===== src/rtl/mem_port_arbiter_pkg.sv =====
// rtl/mem_port_arbiter_pkg.sv - state encodings and grant constants for the memory port arbiter
package mem_port_arbiter_pkg;

   typedef enum logic [1:0] {
      ST_IDLE  = 2'd0,
      ST_ISSUE = 2'd1,
      ST_WAIT  = 2'd2,
      ST_ACK   = 2'd3
   } arb_state_e;

   localparam logic GRANT_A = 1'b0;
   localparam logic GRANT_B = 1'b1;

   // Wide enough for MEM_LAT-1 up to the supported latency of 15.
   localparam int LAT_CNT_W = 4;

endpackage


===== src/rtl/mem_port_arbiter_pick.sv =====
// rtl/mem_port_arbiter_pick.sv - two-way grant selection (ARB_FIXED_PRIO_EN: B always wins a contest)
module arb_pick_2 (
   input  logic req_a,
   input  logic req_b,
   input  logic last_grant,
   input  logic mask_a,
   input  logic mask_b,
   output logic gnt_valid,
   output logic gnt
);
   import mem_port_arbiter_pkg::*;

   logic eff_a;
   logic eff_b;

   assign eff_a     = req_a & ~mask_a;
   assign eff_b     = req_b & ~mask_b;
   assign gnt_valid = eff_a | eff_b;

   always_comb begin
      gnt = GRANT_A;
      if (eff_a && eff_b) begin
`ifdef ARB_FIXED_PRIO_EN
         gnt = GRANT_B;
`else
         gnt = ~last_grant;
`endif
      end else if (eff_b) begin
         gnt = GRANT_B;
      end
   end

endmodule


===== src/rtl/mem_port_arbiter.sv =====
// rtl/mem_port_arbiter.sv - fetch vs load/store arbiter for the shared data-memory port
// Round-robin by default; ARB_FIXED_PRIO_EN selects fixed B-first priority.
module mem_port_arbiter #(
   parameter int DATA_W  = 32,
   parameter int ADDR_W  = 10,
   parameter int MEM_LAT = 1
) (
   input  logic              clk,
   input  logic              rst,
   input  logic              a_req,
   input  logic              a_we,
   input  logic [ADDR_W-1:0] a_addr,
   input  logic [DATA_W-1:0] a_wdata,
   output logic              a_ack,
   output logic [DATA_W-1:0] a_rdata,
   input  logic              b_req,
   input  logic              b_we,
   input  logic [ADDR_W-1:0] b_addr,
   input  logic [DATA_W-1:0] b_wdata,
   output logic              b_ack,
   output logic [DATA_W-1:0] b_rdata,
   output logic              mem_en,
   output logic              mem_we,
   output logic [ADDR_W-1:0] mem_addr,
   output logic [DATA_W-1:0] mem_wdata,
   input  logic [DATA_W-1:0] mem_rdata,
   output logic              sel,
   output logic              busy
);
   import mem_port_arbiter_pkg::*;

   localparam logic [LAT_CNT_W-1:0] LAT_LAST = LAT_CNT_W'(MEM_LAT - 1);

   arb_state_e           state_q, state_d;
   logic                 sel_q, sel_d;
   logic                 last_grant_q, last_grant_d;
   logic [LAT_CNT_W-1:0] lat_cnt_q, lat_cnt_d;

   logic in_ack;
   logic mask_a;
   logic mask_b;
   logic gnt_valid;
   logic gnt;

   // The requester being acknowledged cannot win the follow-on contest.
   assign in_ack = (state_q == ST_ACK);
   assign mask_a = in_ack && (sel_q == GRANT_A);
   assign mask_b = in_ack && (sel_q == GRANT_B);

   arb_pick_2 u_pick (
      .req_a      (a_req),
      .req_b      (b_req),
      .last_grant (last_grant_q),
      .mask_a     (mask_a),
      .mask_b     (mask_b),
      .gnt_valid  (gnt_valid),
      .gnt        (gnt)
   );

   always_comb begin
      state_d      = state_q;
      sel_d        = sel_q;
      last_grant_d = last_grant_q;
      lat_cnt_d    = lat_cnt_q;
      case (state_q)
         ST_IDLE: begin
            if (gnt_valid) begin
               state_d = ST_ISSUE;
               sel_d   = gnt;
            end
         end
         ST_ISSUE: begin
            if (MEM_LAT > 1) begin
               state_d   = ST_WAIT;
               lat_cnt_d = LAT_CNT_W'(1);
            end else begin
               state_d = ST_ACK;
            end
         end
         ST_WAIT: begin
            if (lat_cnt_q == LAT_LAST) begin
               state_d   = ST_ACK;
               lat_cnt_d = '0;
            end else begin
               lat_cnt_d = lat_cnt_q + 1'b1;
            end
         end
         ST_ACK: begin
            last_grant_d = sel_q;
            if (gnt_valid) begin
               state_d = ST_ISSUE;
               sel_d   = gnt;
            end else begin
               state_d = ST_IDLE;
            end
         end
         default: state_d = ST_IDLE;
      endcase
   end

   always_ff @(posedge clk) begin
      if (rst) begin
         state_q      <= ST_IDLE;
         sel_q        <= GRANT_A;
         last_grant_q <= GRANT_B;
         lat_cnt_q    <= '0;
      end else begin
         state_q      <= state_d;
         sel_q        <= sel_d;
         last_grant_q <= last_grant_d;
         lat_cnt_q    <= lat_cnt_d;
      end
   end

   // Address and data stay muxed for the whole access; zero while idle.
   assign sel       = sel_q;
   assign busy      = (state_q != ST_IDLE);
   assign mem_en    = (state_q == ST_ISSUE);
   assign mem_we    = mem_en && (sel_q ? b_we : a_we);
   assign mem_addr  = busy ? (sel_q ? b_addr : a_addr) : '0;
   assign mem_wdata = busy ? (sel_q ? b_wdata : a_wdata) : '0;

   assign a_ack   = in_ack && (sel_q == GRANT_A);
   assign b_ack   = in_ack && (sel_q == GRANT_B);
   assign a_rdata = a_ack ? mem_rdata : '0;
   assign b_rdata = b_ack ? mem_rdata : '0;

endmodule


===== config.mk =====
export PLATFORM = sky130hd
export DESIGN_NAME = mem_port_arbiter
export DESIGN_NICKNAME = d
export VERILOG_FILES = /design/src/rtl/mem_port_arbiter_pkg.sv /design/src/rtl/mem_port_arbiter_pick.sv /design/src/rtl/mem_port_arbiter.sv
export SDC_FILE = /design/constraint.sdc
export NUM_CORES = 1
export LEC_CHECK = 0
export CORE_AREA = 2 2 91 93
export CTS_CLUSTER_DIAMETER = 100
export DETAILED_ROUTE_END_ITERATION = 8
export DIE_AREA = 0 0 93 95
export HOLD_SLACK_MARGIN = 0.02
export PLACE_DENSITY = 0.74
export SLEW_MARGIN = 20
export SYNTH_ARGS = -nofsm -noshare
export SYNTH_HDL_FRONTEND = slang
export SYNTH_HIERARCHICAL = 1
export SYNTH_SLANG_ARGS = --single-unit

===== constraint.sdc =====
create_clock -name clk -period 1.76 [get_ports clk]
set_clock_uncertainty 0.05 [all_clocks]
set_input_delay 0.44 -clock clk [delete_from_list [all_inputs] [get_ports clk]]
set_output_delay 0.44 -clock clk [all_outputs]
set_load 0.03 [all_outputs]

==> impl_metrics.py <==
metrics = {
    "clocking": {
        "insertion_delay_ns": 0.23,
        "clock-sinks": 8,
        "cts_root_buf": "clkbuf_8",
        "ctsLongestPathBuffers": 2,
        "cts-buffers-inserted": 3,
        "htreeDepth": 1,
        "clkTransAtPathRegs_ns": 0.04,
        "cts_tree": "built",
        "postCtsHoldBufs": 0,
    },
    "setup_path": {
        "startpoint": "sel",
        "cp_data_arrival_time_ns": 1.45,
        "crit_top_cell": "buf_8",
        "crit_fanout": 5,
        "cpMaxStageDelayCell": "dfxtp_4",
        "start_kind": "flop",
        "crit_family": "buffers and inverters",
        "critPathCaptureType": "output pin",
        "required_ns": 1.27,
        "r2r-start": "state_q[0]",
        "r2r-end": "state_q[0]",
        "r2r_slack_ns": 0.02,
        "reg2reg_depth": 8,
        "cp_cell_sequence": "buf_8, buf_6, buf_8, mux2i_1, nor2_1, buf_4",
        "critical_path_buf_inv_count": 4,
        "critical_path_class": "reg -> out",
        "critPathMaxStageDelay_ns": 0.39,
    },
    "routing": {
        "drtIter0Drc": 24,
        "routed-via-count": 2711,
        "antenna_left": 0,
        "wl_per_cell_um": 17.5,
        "dr.pass1.iters": 4,
        "drt-vias-per-instance": 4.53,
        "drc": 0,
        "routed_wl_mm": 10.5,
    },
    "die": {
        "num_io_pins": 234,
        "dieArea_sq_um": 8840,
        "initial_core_util": 0.200,
        "die_h_um": 95,
        "num_rows": 33,
        "die_w_um": 93,
        "coreArea_sq_um": 7930,
    },
    "yosys": {
        "ys_warn_count": 6,
        "yosysSeqAreaShare": 0.101,
        "synthMuxAreaShare": 0.298,
        "synth_nets": 352,
        "yosysUniqueCellTypes": 26,
        "avgSynthCellArea_sq_um": 7.07,
        "synthCells": 224,
        "ys_seq_elements": 8,
        "synth-simple-area-share": 0.419,
        "synth-xor-area-share": 0.00553,
        "syn_area_sq_um": 1580,
        "synth-adder-area-share": 0.0474,
        "synth_compound_area_frac": 0.0498,
        "synth_top_family_by_area": "simple AND/OR/NAND/NOR gates",
    },
    "grt": {
        "grt_remaining_overflow": 0,
        "grt_pass1_vias": 2522,
        "antenna_found_initial": 0,
        "grtUsageTotal": 0.166,
        "grt_max_degree": 41,
        "grt_pass1_wl_mm": 12.0,
    },
    "placed_design": {
        "place_congestion": 0.723,
        "dp_hpwl_mm": 6.09,
        "portBuffers": 233,
    },
    "cells_and_area": {
        "fin_util": 0.686,
        "nNetsFinal": 623,
        "drive_above_1_share": 0.565,
        "final_cell_mix": "clkdlybuf4s50_1 (121), buf_6 (101), buf_4 (36), mux2i_1 (28)",
        "diodes": 0,
        "nFillCells": 569,
        "layout_commonest_cell": "clkdlybuf4s50_1",
        "area_growth_pct": 243,
    },
    "hold_path": {
        "hold_start": "lat_cnt_q[2]",
        "hp-class": "reg -> reg",
        "hold_depth": 2,
        "hold_end": "lat_cnt_q[2]",
    },
    "timing": {
        "fin_worst_hold_slack_ns": 0.437,
        "setup_ws_ns": -0.183,
        "fmax_mhz": 515,
        "worst_pin_slew_ns": 0.291,
        "maxSlewHeadroom": 0.806,
        "finalSetupViolations": 109,
        "rsz0062_at_grt": "yes",
        "period_minus_slack_ns": 1.94,
        "finalHoldViolations": 0,
        "min_period_over_period": 1.10,
        "finalMaxSlewViolations": 0,
        "tns_ns": -11.39,
    },
    "run_status": {
        "status": "finished with violations",
        "violations": "negative setup slack",
    },
    "power": {
        "peakVddDrop_v": 0.000783,
        "leakage_nw": 2.32,
        "power_density_nw_per_um2": 1080,
    },
    "job": {
        "cap_violations": 0,
    },
}
worst min-delay path, delay by kind of cell, from the launching register on:
kind	cells	cell delay [ns]
DFF	1	0.33
and+or+nand+nor	1	0.06
AOI/OAI and AO/OA	1	0.05
power by group:
| group | internal (W) | switching, W |
|---|---|---|
| Clock | 0.000157 | 0.0000775 |
| Combinational | 0.00273 | 0.00264 |
| Sequential | 0.000226 | 0.0000485 |
how the worst max path moves through the flow:
stage / depth (start not counted) / endpoint
2_1_floorplan: 5 / mem_addr[0]
3_3_place_gp: 5 / state_q[0]
3_5_place_dp: 5 / state_q[0]
4_1_cts: 7 / a_rdata[29]
5_1_grt: 6 / mem_wdata[10]
6_report: 6 / mem_addr[4]
flip-flops by register name, indices dropped and copies added (netlist names):
register	cells
lat_cnt_q	4
state_q	2
last_grant_q	1
sel	1
Yosys cell counts (all sizes together):
cell / n / area (sq um)
clkbuf: 13 / 48.8
nor2b: 2 / 12.5
nand2b: 4 / 32.5
and2: 33 / 206
nor2: 48 / 183
or3b: 1 / 11.3
xnor2: 1 / 8.76
a2bb2oi: 1 / 26.3
inv: 9 / 33.8
mux2i: 46 / 460
nand2: 2 / 7.51
dfxtp: 8 / 160
a211oi: 1 / 7.51
o21ai: 1 / 5.00
buf: 8 / 42.5
and3: 32 / 200
ha: 6 / 75.1
a21oi: 2 / 10.0
nand4: 1 / 6.26
a211o: 2 / 17.5
nand3: 1 / 5.00
mux2: 1 / 11.3
a31oi: 1 / 12.5
metal layers:
layer,track usage,vias to the layer above,part of all wire
met5,0,-,0
li1,-,1295,-
met3,0.0407,12,0.083
met2,0.334,160,0.58
met4,0.0453,0,0.021
met1,0.168,1244,0.32
final cells by class:
class	instances	area, sq um	share of cell area
Sequential cell	8	171	0.0315
Timing Repair Buffer	287	3240	0.595
Inverter	9	36.3	0.00667
Clock buffer	4	45.0	0.00828
Multi-Input combinational cell	186	1820	0.334
Tap cell	105	131	0.0241
through the flow:
step | std cells | worst slack, ns | total power [W] | area [sq um]
after floorplan | 224 | -0.0935 | 0.00222 | 1650
after global placement | 558 | -0.153 | 0.00365 | 3950
after detailed placement | 558 | -0.172 | 0.00367 | 3950
after CTS | 570 | -0.159 | 0.00423 | 4470
after global routing | 599 | -0.227 | 0.00613 | 5440
final | 599 | -0.183 | 0.00588 | 5440
kinds of logic (layout without fill, tap and decap cells):
logic type                 Yosys count  in the layout
muxes                               47             47
and+or+nand+nor                    124            124
xor gates and xnor gates             1              1
adders and majority gates            6              6
DFF                                  8              8
buffers and inverters               30            300
AOI/OAI and AO/OA                    8              8
timing repair:
item                       CTS  global route
gates resized for setup    114           129
buffers inserted             7            12
setup endpoints to repair  110           112
pin swaps                    3             8
gates cloned                 1            19
No activity file was read; power rests on OpenSTA's default activity.
